**src/rtl/pool_fc_flatten.sv**
```systemverilog
// Flatten bridge from the last pool layer to the first fc layer.
// Serialises one pooled pixel vector per handshake into the fc ibuf in CHW order.
module pool_fc_flatten #(
  parameter int input_channels = 16,
  parameter int img_width      = 4,
  parameter int datatype_size  = 8,
  parameter int output_size    = input_channels * img_width * img_width
) (
  input  logic                                          clk,
  input  logic                                          rst,
  input  logic                                          i_valid,
  input  logic [input_channels-1:0][datatype_size-1:0]  i_data,
  output logic                                          o_busy,
  output logic                                          o_ibuf_we,
  output logic [datatype_size-1:0]                      o_ibuf_wr_data,
  output logic [$clog2(output_size)-1:0]                o_ibuf_addr,
  output logic                                          o_start,
  input  logic                                          i_fc_busy
);

  localparam int P  = img_width * img_width;
  localparam int AW = $clog2(output_size);
  localparam int CW = (input_channels > 1) ? $clog2(input_channels) : 1;
  localparam int PW = (P > 1) ? $clog2(P) : 1;

  typedef enum logic [2:0] {
    S_ACCEPT,
    S_SERIAL,
    S_WAIT_FC,
    S_START,
    S_DRAIN
  } state_t;

  state_t state, state_n;

  logic [CW-1:0] ch_cnt, ch_n;
  logic [PW-1:0] pix_cnt, pix_n;
  logic [input_channels-1:0][datatype_size-1:0] hold, hold_n;

  logic                     busy_n;
  logic                     we_n;
  logic                     start_n;
  logic [datatype_size-1:0] data_n;
  logic [AW-1:0]            addr_n;

  always_comb begin
    state_n = state;
    ch_n    = ch_cnt;
    pix_n   = pix_cnt;
    hold_n  = hold;
    unique case (state)
      S_ACCEPT: begin
        if (i_valid) begin
          hold_n  = i_data;
          ch_n    = '0;
          state_n = S_SERIAL;
        end
      end
      S_SERIAL: begin
        if (ch_cnt == CW'(input_channels - 1)) begin
          ch_n = '0;
          if (pix_cnt == PW'(P - 1)) begin
            state_n = S_WAIT_FC;
          end else begin
            pix_n   = pix_cnt + 1'b1;
            state_n = S_ACCEPT;
          end
        end else begin
          ch_n = ch_cnt + 1'b1;
        end
      end
      S_WAIT_FC: begin
        if (!i_fc_busy) state_n = S_START;
      end
      S_START: begin
        pix_n   = '0;
        state_n = S_DRAIN;
      end
      S_DRAIN: begin
        if (!i_fc_busy) state_n = S_ACCEPT;
      end
      default: state_n = S_ACCEPT;
    endcase
  end

  // Outputs are registered from the next-state view so they line up
  // with the state they describe.
  always_comb begin
    busy_n  = (state_n != S_ACCEPT);
    we_n    = (state_n == S_SERIAL);
    start_n = (state_n == S_START);
    data_n  = '0;
    addr_n  = '0;
    if (we_n) begin
      data_n = hold_n[ch_n];
      addr_n = AW'(ch_n) * AW'(P) + AW'(pix_n);
    end
  end

  always_ff @(posedge clk or negedge rst) begin
    if (!rst) begin
      state          <= S_ACCEPT;
      ch_cnt         <= '0;
      pix_cnt        <= '0;
      hold           <= '0;
      o_busy         <= 1'b0;
      o_ibuf_we      <= 1'b0;
      o_ibuf_wr_data <= '0;
      o_ibuf_addr    <= '0;
      o_start        <= 1'b0;
    end else begin
      state          <= state_n;
      ch_cnt         <= ch_n;
      pix_cnt        <= pix_n;
      hold           <= hold_n;
      o_busy         <= busy_n;
      o_ibuf_we      <= we_n;
      o_ibuf_wr_data <= data_n;
      o_ibuf_addr    <= addr_n;
      o_start        <= start_n;
    end
  end

endmodule

```
**config.mk**
```make
export PLATFORM = sky130hd
export DESIGN_NAME = pool_fc_flatten
export DESIGN_NICKNAME = d
export VERILOG_FILES = /design/src/rtl/pool_fc_flatten.sv
export SDC_FILE = /design/constraint.sdc
export NUM_CORES = 1
export LEC_CHECK = 0
export BUFFER_PORTS_ARGS = -buffer_cell sky130_fd_sc_hd__buf_2
export CAP_MARGIN = 20
export CELL_PAD_IN_SITES_DETAIL_PLACEMENT = 1
export CELL_PAD_IN_SITES_GLOBAL_PLACEMENT = 1
export CORE_ASPECT_RATIO = 2
export CORE_MARGIN = 5
export CORE_UTILIZATION = 45
export CTS_CLUSTER_SIZE = 8
export DETAILED_ROUTE_END_ITERATION = 10
export PLACE_DENSITY_LB_ADDON = 0.1
export SYNTH_ARGS = -nofsm -noshare
export SYNTH_HDL_FRONTEND = slang
export SYNTH_SLANG_ARGS = --single-unit
```
**constraint.sdc**
```tcl
create_clock -name clk -period 3 [get_ports clk]
set_clock_uncertainty 0.1 [all_clocks]
set_input_delay 0.3 -clock clk [delete_from_list [all_inputs] [get_ports clk]]
set_output_delay 0.3 -clock clk [all_outputs]
set_load 0.005 [all_outputs]
```
After elaboration in Yosys (flattened, before gate mapping)
Index checks and enable logic that the tools add are counted.
{ "totals": {"register_bits": 158, "inputBits": 132, "output_inout_bits": 19} }
{ "op_classes": {"add_sub_neg": 3, "magnitude_cmp": 1, "eq_ne": 8, "mux": 18, "n_reduce_logical": 2} }
{ "ops": {"columns": ["cell", "count"], "rows": [
  ["128-bit two-way mux", 2],
  ["8-bit binary-select mux with 4-bit select", 1],
  ["8-bit two-way mux", 3],
  ["4-bit two-way mux", 4],
  ["4-bit one-hot mux with 2 select lines", 2],
  ["3-bit one-hot mux with 5 select lines", 1],
  ["3-bit two-way mux", 4],
  ["3-bit by 2-bit equality test with 1-bit output (second input constant)", 3],
  ["4-bit by 1-bit adder with 4-bit output (second input constant)", 2],
  ["8-bit by 4-bit adder with 8-bit output", 1],
  ["4-bit equality test (second input constant)", 2],
  ["3-bit by 1-bit equality test with 1-bit output (second input constant)", 2],
  ["4-bit by 5-bit < comparator with 1-bit output (second input constant)", 1],
  ["3-bit equality test (second input constant)", 1],
  ["3-bit logical NOT", 1],
  ["3-bit nonzero test", 1],
  ["2-bit two-way mux", 1]
]} }

Depth between registers and ports, before layout
Gate-level depths: netlist (run 1).
{ "logic_depth": {"depth_word": 6, "ltp_mapped": 11, "mapped_depth_nobuf": 9} }

Least setup slack after synthesis (run 1)
Ideal clock, no wire load.
{ "synth_timing": {"path_type": "flip-flop to flip-flop", "from": "register state[1]", "to": "register o_ibuf_wr_data[4]", "setup_ns": 0.142, "arrival_ns": 2.320, "path_slack_ns": 0.439, "stages_incl_launch_ff": 10, "path_cell_list": "dfrtp_1 buf_4 nor4b_4 buf_6 buf_12 buf_6 mux2_2 mux4_2 o31ai_1 a211oi_1"} }
{ "synth_rtl": {"columns": ["item", "line_no", "source"], "rows": [
  ["from (decl)", "34", "state_t state, state_n;"],
  ["from (signal assigned)", "112", "state <= state_n;"],
  ["to (signal assigned)", "118", "o_ibuf_wr_data <= data_n;"],
  ["to (decl)", "15", "output logic [datatype_size-1:0] o_ibuf_wr_data,"]
]} }

==> results.json, run 1 <==
{
  "min_to": "hold[104]",
  "vias": 4596,
  "antenna_cells": 0,
  "htreeDepth": 4,
  "drv_slew": 0,
  "insertion_delay_ns": 0.42,
  "clkSlewWorstSetupHoldPaths_ns": 0.07,
  "start_util_pct": 45.5,
  "grt.busiest_layer": "met2",
  "slowest_delay_ns": 0.51,
  "grt_pass1_vias": 5375,
  "clock_path_buffers": 2,
  "antenna_found_initial": 0,
  "yosysWarningCount": 0,
  "drive_gt1_share_pct": 52.5,
  "clock-root-buffer": "clkbuf_16",
  "rows": 66,
  "layout_min_cycle_time_ns": 2.83,
  "use_met3_pct": 3.95,
  "ys_seq_area_share_pct": 54.0,
  "r2r_cells": 7,
  "grt_max_degree": 78,
  "area_growth_pct": 22.6,
  "required_ns": 3.19,
  "synth.cell_area_mm2": 0.00732,
  "syn_inst": 500,
  "dr.pass1.iters": 4,
  "numCtsBuffers": 17,
  "port_buffers": 150,
  "nets": 793,
  "rsz0062_at_grt": "false",
  "synth.top_cell.area_share_pct": 54.0,
  "synth_ff_type": "dfrtp_1",
  "critPathLaunchType": "register",
  "gp_congestion": 0.788,
  "dpl_worst_slack_ns": 0.120,
  "ios": 151,
  "end_kind": "register",
  "ys_top_cells_by_area": "dfrtp_1 54%, mux2_2 20%, mux2i_1 6.8%",
  "period_share_pct": 94.3,
  "async_flop_share_pct": 100,
  "critPathMaxFanout": 14,
  "placedCellCount": 842,
  "grt_use_total_pct": 19.6,
  "post_drt_via_cell_ratio": 5.25,
  "post_cts_buffers": 0,
  "status": "complete, no violations",
  "leakage_uw": 0.00413,
  "worst_slew_pin_slew_ns": 0.725,
  "dieWidth_um": 100,
  "arrival_ns": 3.02,
  "wl_per_cell_um": 20.2,
  "crit_buf_inv": 2,
  "ant_nets": 0,
  "ys_types": 52,
  "reg2reg_slack_ns": 0.17,
  "crit_type": "reg2reg",
  "crit_start": "state[1]",
  "finalPower_uw": 10700,
  "hold_violations": 0,
  "grtUsageMet1_pct": 25.4,
  "setup_viol": 0,
  "post-dp-hpwl_um": 12700,
  "timing.rr.end": "o_ibuf_wr_data[2]",
  "reg2reg_from": "state[1]",
  "synth-seq-cells": 158,
  "critPathSlowestCell": "dfrtp_1",
  "wl_um": 17700,
  "cts_tree": "done",
  "met2_usage_pct": 33.6,
  "drtIter0Drc": 121,
  "avgSynthCellArea_um2": 14.6,
  "synth_edf_count": 0,
  "crit_chain": "nor4b_4 -> buf_4 -> buf_12 -> mux2_2 -> mux4_2 -> nor3_1 -> nor4_1",
  "relSlewSlack_pct": 51.7,
  "vdd_drop_max_uv": 547,
  "core_area_mm2": 0.0161,
  "p_per_area_mw_per_mm2": 1190,
  "synth_nets": 634,
  "fp.dieH_um": 190,
  "setup_ws_ns": 0.171,
  "synth_top_area_cell": "dfrtp_1",
  "tns_ns": 0,
  "path_delay_family": "multiplexers",
  "stdcell_count": 876,
  "clock-sinks": 158,
  "min_from": "i_data[104]",
  "grt_pass1_wl_um": 29000,
  "hold_path_depth": 2,
  "drc": 0,
  "dieArea_mm2": 0.0191,
  "overflow": 0,
  "hp-class": "in2reg",
  "cap_viol_max_count": 0,
  "fmax_mhz": 353
}
## kinds of logic (layout without fill, tap and decap cells)
kind of cell / Yosys count / count (layout) / synth area share (%)
adder cells (fa/ha/maj): 2 / 2 / 0.342
AO/OA/AOI/OAI: 44 / 44 / 4.49
buffers and inverters: 39 / 211 / 4.36
AND/OR/NAND/NOR: 58 / 58 / 4.92
multiplexers: 199 / 199 / 31.9
flip-flops: 158 / 158 / 54.0
## final cells by class
class | instances | area (um^2)
multi-input cells | 303 | 3070
flip-flops and latches | 158 | 3950
inverters | 8 | 30.0
clock buffers | 19 | 443
repair buffers | 171 | 995
well taps | 204 | 255
clock inverters | 13 | 234
fillers | 1651 | 7120
## layout by cell type (no fill, tap or decap), drive strengths merged, types with 3 or more instances in the layout
master	Yosys	routed
a21oi	8	8
nor3	7	7
or2	4	4
nand2	7	7
clkbuf	4	19
mux4	13	13
a211oi	5	5
o31ai	6	6
nor4	3	3
buf	27	169
clkinvlp	0	3
clkinv	2	4
inv	6	8
and2	6	6
mux2i	50	50
mux2	136	136
a22oi	4	4
bufinv	0	6
nor2	6	6
o21ai	9	9
a221oi	4	4
and3	3	3
nand2b	6	6
o21a	3	3
dfrtp	158	158
nand3	4	4
## cell usage after synthesis (5+ instances only)
cell type,instances
buf_6,11
nor3_1,6
nor2_1,6
a21oi_1,7
nand2b_1,6
mux2i_1,50
dfrtp_1,158
inv_1,6
nand2_1,7
o31ai_1,6
buf_2,6
a211oi_1,5
o21ai_0,7
mux4_2,11
buf_4,6
mux2_2,132
and2_1,6
## worst reg2reg max path, cell delays in order, from the launching register on
cell and delay, ns:
dfrtp_1 0.51, nor4b_4 0.46, buf_4 0.32, buf_12 0.18, mux2_2 0.34, mux4_2 0.46, nor3_1 0.25, nor4_1 0.08
## worst max path at each step
| stage | to | slack [ns] | cells after the start |
|---|---|---|---|
| finish | o_ibuf_wr_data[2] | 0.17 | 7 |
| global route | o_ibuf_wr_data[0] | 0.01 | 8 |
| CTS | o_ibuf_wr_data[2] | 0.12 | 7 |
| detailed placement | o_ibuf_wr_data[2] | 0.12 | 7 |
| global placement | o_ibuf_wr_data[2] | 0.16 | 7 |
| floorplan | o_ibuf_wr_data[4] | 0.44 | 9 |
## power by group
group	switching (uW)	internal, uW	total, uW
registers	335	3160	3500
clock network	890	1590	2480
logic	2280	2420	4700
total	3510	7170	10700
## what timing repair did
item | 4_1_cts | 5_1_grt
hold endpoints to repair | 76 | 0
hold buffers | 2 | 0
resized for setup | 0 | 0
## flip-flops by register name, indices dropped and copies added, names as in the netlist
name	count
o_start	1
state	3
hold	128
o_ibuf_addr	8
o_ibuf_wr_data	8
pix_cnt	4
o_busy	1
ch_cnt	4
o_ibuf_we	1
## layer usage
metal	wire length (um)	up-vias
met5	0	-
met4	189	0
met3	789	10
li1	-	2150
met1	7560	2326
met2	9150	110
## metrics by stage
stage / instance area (um^2) / hold slack, ns / utilization, %
after floorplan: 7320 / -0.0956 / -
after global placement: 8280 / 0.302 / 51.4
after detailed placement: 8280 / 0.298 / 51.4
after CTS: 8980 / 0.00527 / 55.8
after global routing: 8980 / 0.0190 / 55.8
final: 8980 / 0.0256 / 55.8
Power figures use the tool's default switching activity.
==> run 2: changes to the inputs <==
==> config.mk (replaced) <==
export PLATFORM = sky130hd
export DESIGN_NAME = pool_fc_flatten
export DESIGN_NICKNAME = d
export VERILOG_FILES = /design/src/rtl/pool_fc_flatten.sv
export SDC_FILE = /design/constraint.sdc
export NUM_CORES = 1
export LEC_CHECK = 0
export CAP_MARGIN = 20
export CELL_PAD_IN_SITES_DETAIL_PLACEMENT = 1
export CELL_PAD_IN_SITES_GLOBAL_PLACEMENT = 1
export CORE_ASPECT_RATIO = 2
export CORE_MARGIN = 5
export CORE_UTILIZATION = 52
export CTS_CLUSTER_SIZE = 8
export DETAILED_ROUTE_END_ITERATION = 10
export DONT_BUFFER_PORTS = 1
export PLACE_DENSITY_LB_ADDON = 0.1
export SLEW_MARGIN = 20
export SYNTH_ARGS = -nofsm -noshare
export SYNTH_HDL_FRONTEND = slang
export SYNTH_SLANG_ARGS = --single-unit
==> constraint.sdc (replaced) <==
create_clock -name clk -period 3 [get_ports clk]
set_clock_uncertainty 0.1 [all_clocks]
set_input_delay 0.6 -clock clk [delete_from_list [all_inputs] [get_ports clk]]
set_output_delay 0.6 -clock clk [all_outputs]
set_load 0.005 [all_outputs]
==> results.json, run 2 (same netlist as run 1, synthesis figures left out) <==
{
  "endpoint": "o_ibuf_wr_data[2]",
  "rsz0062_at_grt": "false",
  "post_drt_via_cell_ratio": 5.79,
  "placedCellCount": 677,
  "ios": 151,
  "dr.pass1.iters": 4,
  "crit_type": "reg2reg",
  "worst_slew_pin_slew_ns": 0.418,
  "arrival_ns": 3.04,
  "fmax_mhz": 352,
  "htreeDepth": 4,
  "hold_violations": 158,
  "reg2reg_from": "state[1]",
  "grt_max_degree": 159,
  "nets": 641,
  "period_share_pct": 94.8,
  "route.met2.wl_um": 10200,
  "status": "finished with violations",
  "wl_per_cell_um": 24.2,
  "overflow": 0,
  "rows": 61,
  "drc": 0,
  "clock_path_buffers": 2,
  "largestRegisters": "hold: 128 flops, o_ibuf_addr: 8 flops, o_ibuf_wr_data: 8 flops",
  "port_buffers": 0,
  "violations": "negative hold slack",
  "dieArea_mm2": 0.0167,
  "reg2reg_slack_ns": 0.16,
  "grt_pass1_vias": 4873,
  "drv_slew": 0,
  "area_growth_pct": 10.5,
  "end_kind": "register",
  "grt_pass1_wl_um": 27300,
  "vias": 4110,
  "core_area_mm2": 0.0139,
  "fin_util_pct": 58.3,
  "tns_ns": 0,
  "clock-root-buffer": "clkbuf_16",
  "layout_min_cycle_time_ns": 2.84,
  "relSlewSlack_pct": 72.1,
  "critPathLaunchType": "register",
  "required_ns": 3.20,
  "setup_viol": 0,
  "wl_met3_um": 956,
  "top_layer": "met4",
  "wl_met1_um": 5720,
  "clock-sinks": 158,
  "cts_tree": "done",
  "hp-class": "in2async",
  "p_per_area_mw_per_mm2": 1260,
  "timing.hold.ws_ns": -0.230,
  "clkSlewWorstSetupHoldPaths_ns": 0.07,
  "timing.rr.end": "o_ibuf_wr_data[2]",
  "grt_use_total_pct": 22.1,
  "vdd_drop_max_uv": 596,
  "drtIter0Drc": 128,
  "layout_commonest_cell": "dfrtp_1",
  "wl_um": 17200,
  "largest_reg_flops": 128,
  "ant_nets": 0,
  "gp_congestion": 0.807,
  "leakage_uw": 0.00348,
  "numCtsBuffers": 17,
  "start_util_pct": 52.7,
  "top_register": "hold",
  "insertion_delay_ns": 0.42,
  "r2r_cells": 7,
  "cap_viol_max_count": 0,
  "post-dp-hpwl_um": 12500,
  "fp.dieH_um": 178,
  "antenna_found_initial": 1,
  "drive_gt1_share_pct": 39.6,
  "critPathMaxFanout": 56,
  "final_cell_mix": "158 x dfrtp_1, 132 x mux2_2, 50 x mux2i_1",
  "dieWidth_um": 93.9,
  "crit_start": "state[1]",
  "stdcell_count": 710
}
==> run 2: routing by layer <==
metal | vias up | GRT usage (%)
met5 | - | 0
met4 | 0 | 8.32
met3 | 25 | 6.28
met2 | 112 | 41.9
met1 | 2126 | 22.1
li1 | 1847 | -
==> run 2: critical path, cell delays in order, from the launching register on <==
cell,delay [ns]
dfrtp_1,0.51
nor4b_4,0.44
buf_12,0.31
mux2_2,0.39
mux4_1,0.51
nand2b_1,0.18
a21oi_1,0.14
nor4_1,0.07
==> run 2: worst min path at each step <==
stage | startpoint | to | slack [ns]
5_1_grt | rst | hold[2] | -0.25
6_report | rst | hold[74] | -0.23
2_1_floorplan | rst | ch_cnt[0] | 0.20
3_3_place_gp | rst | hold[2] | 0.21
4_1_cts | rst | hold[12] | -0.24
3_5_place_dp | rst | hold[10] | 0.21
==> run 2: per-stage QoR <==
step                instance area, um^2  power (uW)  hold WS [ns]  worst slack [ns]
CTS                                8080       10400        -0.242            0.0851
floorplan                          7320        6920         0.204             0.439
finish                             8090       10200        -0.230             0.156
global placement                   7490        7950         0.209             0.220
detailed placement                 7490        8190         0.209             0.103
global route                       8090       10900        -0.250            0.0512
==> run 2: layout make-up <==
cell class	instances	area, um^2
repair buffers	19	205
diodes	1	2.50
multi-input cells	303	3080
well taps	189	236
clock buffers	20	457
flip-flops and latches	158	3950
inverters	8	30.0
clock inverters	12	124
fillers	1319	5800
==> run 2: repair_timing <==
action,in CTS,in global routing
gates resized for setup,0,3
setup buffers,0,0
setup endpoints to repair,0,1
endpoints found under the hold margin,158,158
==> run 2: power breakdown <==
part           internal [uW]  switching (uW)
Clock                   1210             917
Sequential              3170             363
Combinational           2340            2220
==> run 3: changes to the inputs <==
--- a/config.mk
+++ b/config.mk
@@ -10,11 +10,12 @@
 export CELL_PAD_IN_SITES_GLOBAL_PLACEMENT = 1
 export CORE_ASPECT_RATIO = 2
 export CORE_MARGIN = 5
-export CORE_UTILIZATION = 52
+export CORE_UTILIZATION = 54
+export CTS_BUF_LIST = sky130_fd_sc_hd__clkbuf_2 sky130_fd_sc_hd__clkbuf_4 sky130_fd_sc_hd__clkbuf_8
 export CTS_CLUSTER_SIZE = 8
 export DETAILED_ROUTE_END_ITERATION = 10
 export DONT_BUFFER_PORTS = 1
-export PLACE_DENSITY_LB_ADDON = 0.1
+export PLACE_DENSITY = 0.89
 export SLEW_MARGIN = 20
 export SYNTH_ARGS = -nofsm -noshare
 export SYNTH_HDL_FRONTEND = slang
==> results.json, run 3 (same netlist as run 1, synthesis figures left out) <==
{
  "status": "finished with violations",
  "violations": "negative hold slack",
  "end_kind": "register",
  "switching_share_pct": 36.7,
  "core_area_mm2": 0.0134,
  "p_per_area_mw_per_mm2": 1230,
  "fp.dieH_um": 175,
  "grt_max_degree": 159,
  "grt_pass1_vias": 4897,
  "hp-class": "in2async",
  "fmax_mhz": 347,
  "post-dp-hpwl_um": 13600,
  "htreeDepth": 4,
  "cap_viol_max_count": 0,
  "crit_type": "reg2reg",
  "setup_viol": 0,
  "n_fill_cell": 1255,
  "clkPwrFrac_pct": 14.8,
  "dr.pass1.iters": 4,
  "required_ns": 3.19,
  "rows": 60,
  "dieArea_mm2": 0.0161,
  "numCtsBuffers": 17,
  "layout_min_cycle_time_ns": 2.88,
  "worst_slew_pin_slew_ns": 0.611,
  "multi_input_area_mm2": 0.00307,
  "finalPower_uw": 9700,
  "drc": 0,
  "grt_pass1_wl_um": 27800,
  "grt_use_total_pct": 23.0,
  "placedCellCount": 637,
  "overflow": 0,
  "area_growth_pct": 7.52,
  "dieWidth_um": 92.3,
  "wl_per_cell_um": 27.1,
  "arrival_ns": 3.07,
  "period_share_pct": 95.9,
  "critPathLaunchType": "register",
  "layout_commonest_cell": "dfrtp_1",
  "regArea_mm2": 0.00396,
  "largestRegisters": "hold: 128 flops, o_ibuf_addr: 8 flops, o_ibuf_wr_data: 8 flops",
  "ant_nets": 0,
  "clock_path_buffers": 2,
  "clock-root-buffer": "clkbuf_8",
  "final_cell_mix": "156 x dfrtp_1, 132 x mux2_2, 50 x mux2i_1",
  "critPathSlowestCell": "mux4_1",
  "gp_congestion": 0.847,
  "port_buffers": 0,
  "post_drt_via_cell_ratio": 6.17,
  "hold_violations": 158,
  "p_int_uw": 6140,
  "top_register": "hold",
  "timing.hold.ws_ns": -0.256,
  "nets": 642,
  "clock-sinks": 158,
  "drive_gt1_share_pct": 40.1,
  "vias": 4185,
  "power.switching_uw": 3560,
  "insertion_delay_ns": 0.44,
  "stdcell_count": 678,
  "wl_um": 18400,
  "ios": 151,
  "start_util_pct": 54.8,
  "vdd_drop_max_uv": 684,
  "cts_tree": "done",
  "drv_slew": 0,
  "seq_power_share_pct": 37.0,
  "leakage_uw": 0.00339,
  "antenna_found_initial": 2,
  "crit_chain": "nor4b_4 -> clkbuf_16 -> mux2_2 -> mux4_1 -> nand2b_1 -> a21oi_1 -> nor4_1",
  "clkSlewWorstSetupHoldPaths_ns": 0.09,
  "drtIter0Drc": 184,
  "pwr-share-comb_pct": 48.2,
  "relSlewSlack_pct": 59.2,
  "largest_reg_flops": 128,
  "slowest_delay_ns": 0.54,
  "critPathMaxFanout": 21
}
==> run 3: per-layer routing <==
metal	GRT usage (%)	part of all wire [%]
met1	22.4	32
met2	44.1	60
met3	7.24	5.9
met4	8.44	2.3
met5	0	0
==> run 3: worst paths after layout <==
| path | startpoint | to | slack (ns) | cells past startpoint |
|---|---|---|---|---|
| max in group asynchronous | rst | hold[115] | 2.70 | 0 |
| min in group clk | i_fc_busy | o_start | 0.14 | 1 |
| worst max-delay path | state[0] | o_ibuf_wr_data[2] | 0.12 | 7 |
| worst max register to register | state[0] | o_ibuf_wr_data[2] | 0.12 | 7 |
| worst min register to register | hold[78] | hold[78] | 0.39 | 1 |
| worst min-delay path | rst | o_start | -0.26 | 0 |
==> run 3: area by class of cell <==
cell class | count | share of cell area [%]
Sequential cell | 158 | 50.2
Timing Repair Buffer | 20 | 3.29
Multi-Input combinational cell | 303 | 39.0
Tap cell | 155 | 2.46
Clock inverter | 13 | 1.37
Antenna cell | 2 | 0.0636
Inverter | 8 | 0.381
Clock buffer | 19 | 3.16
==> run 3: through the flow <==
stage          utilization [%]  worst slack [ns]  area, um^2  setup TNS (ns)  hold slack [ns]
3_5_place_dp              55.4           0.00254        7410               0            0.210
5_1_grt                   58.9           -0.0251        7870         -0.0251           -0.296
3_3_place_gp              55.4            0.0234        7410               0            0.210
6_report                  58.9             0.122        7870               0           -0.256
4_1_cts                   58.2            0.0511        7770               0           -0.279
2_1_floorplan                -             0.439        7320               0            0.204
==> run 3: worst max-delay path: cells and delay by family (launching register included) <==
kind	cells	cell delay [ns]
muxes	2	0.90
and+or+nand+nor	3	0.69
DFF	1	0.50
AOI/OAI and AO/OA	1	0.23
buffers and inverters	1	0.28
==> run 3: power by group through the flow <==
| stage | registers (uW) | clock network, uW | logic (uW) |
|---|---|---|---|
| finish | 3590 | 1430 | 4680 |
| CTS | 3610 | 1470 | 4630 |
| global route | 3690 | 1580 | 5030 |
| global placement | 3550 | 0 | 4360 |
| detailed placement | 3650 | 0 | 4590 |
| floorplan | 3410 | 0 | 3500 |
==> run 3: repair_timing <==
item | 4_1_cts | 5_1_grt
gates resized for setup | 1 | 5
buffers inserted | 1 | 4
gates cloned | 0 | 2
pin swaps | 1 | 2
endpoints found under the setup margin | 1 | 5
endpoints found under the hold margin | 158 | 158
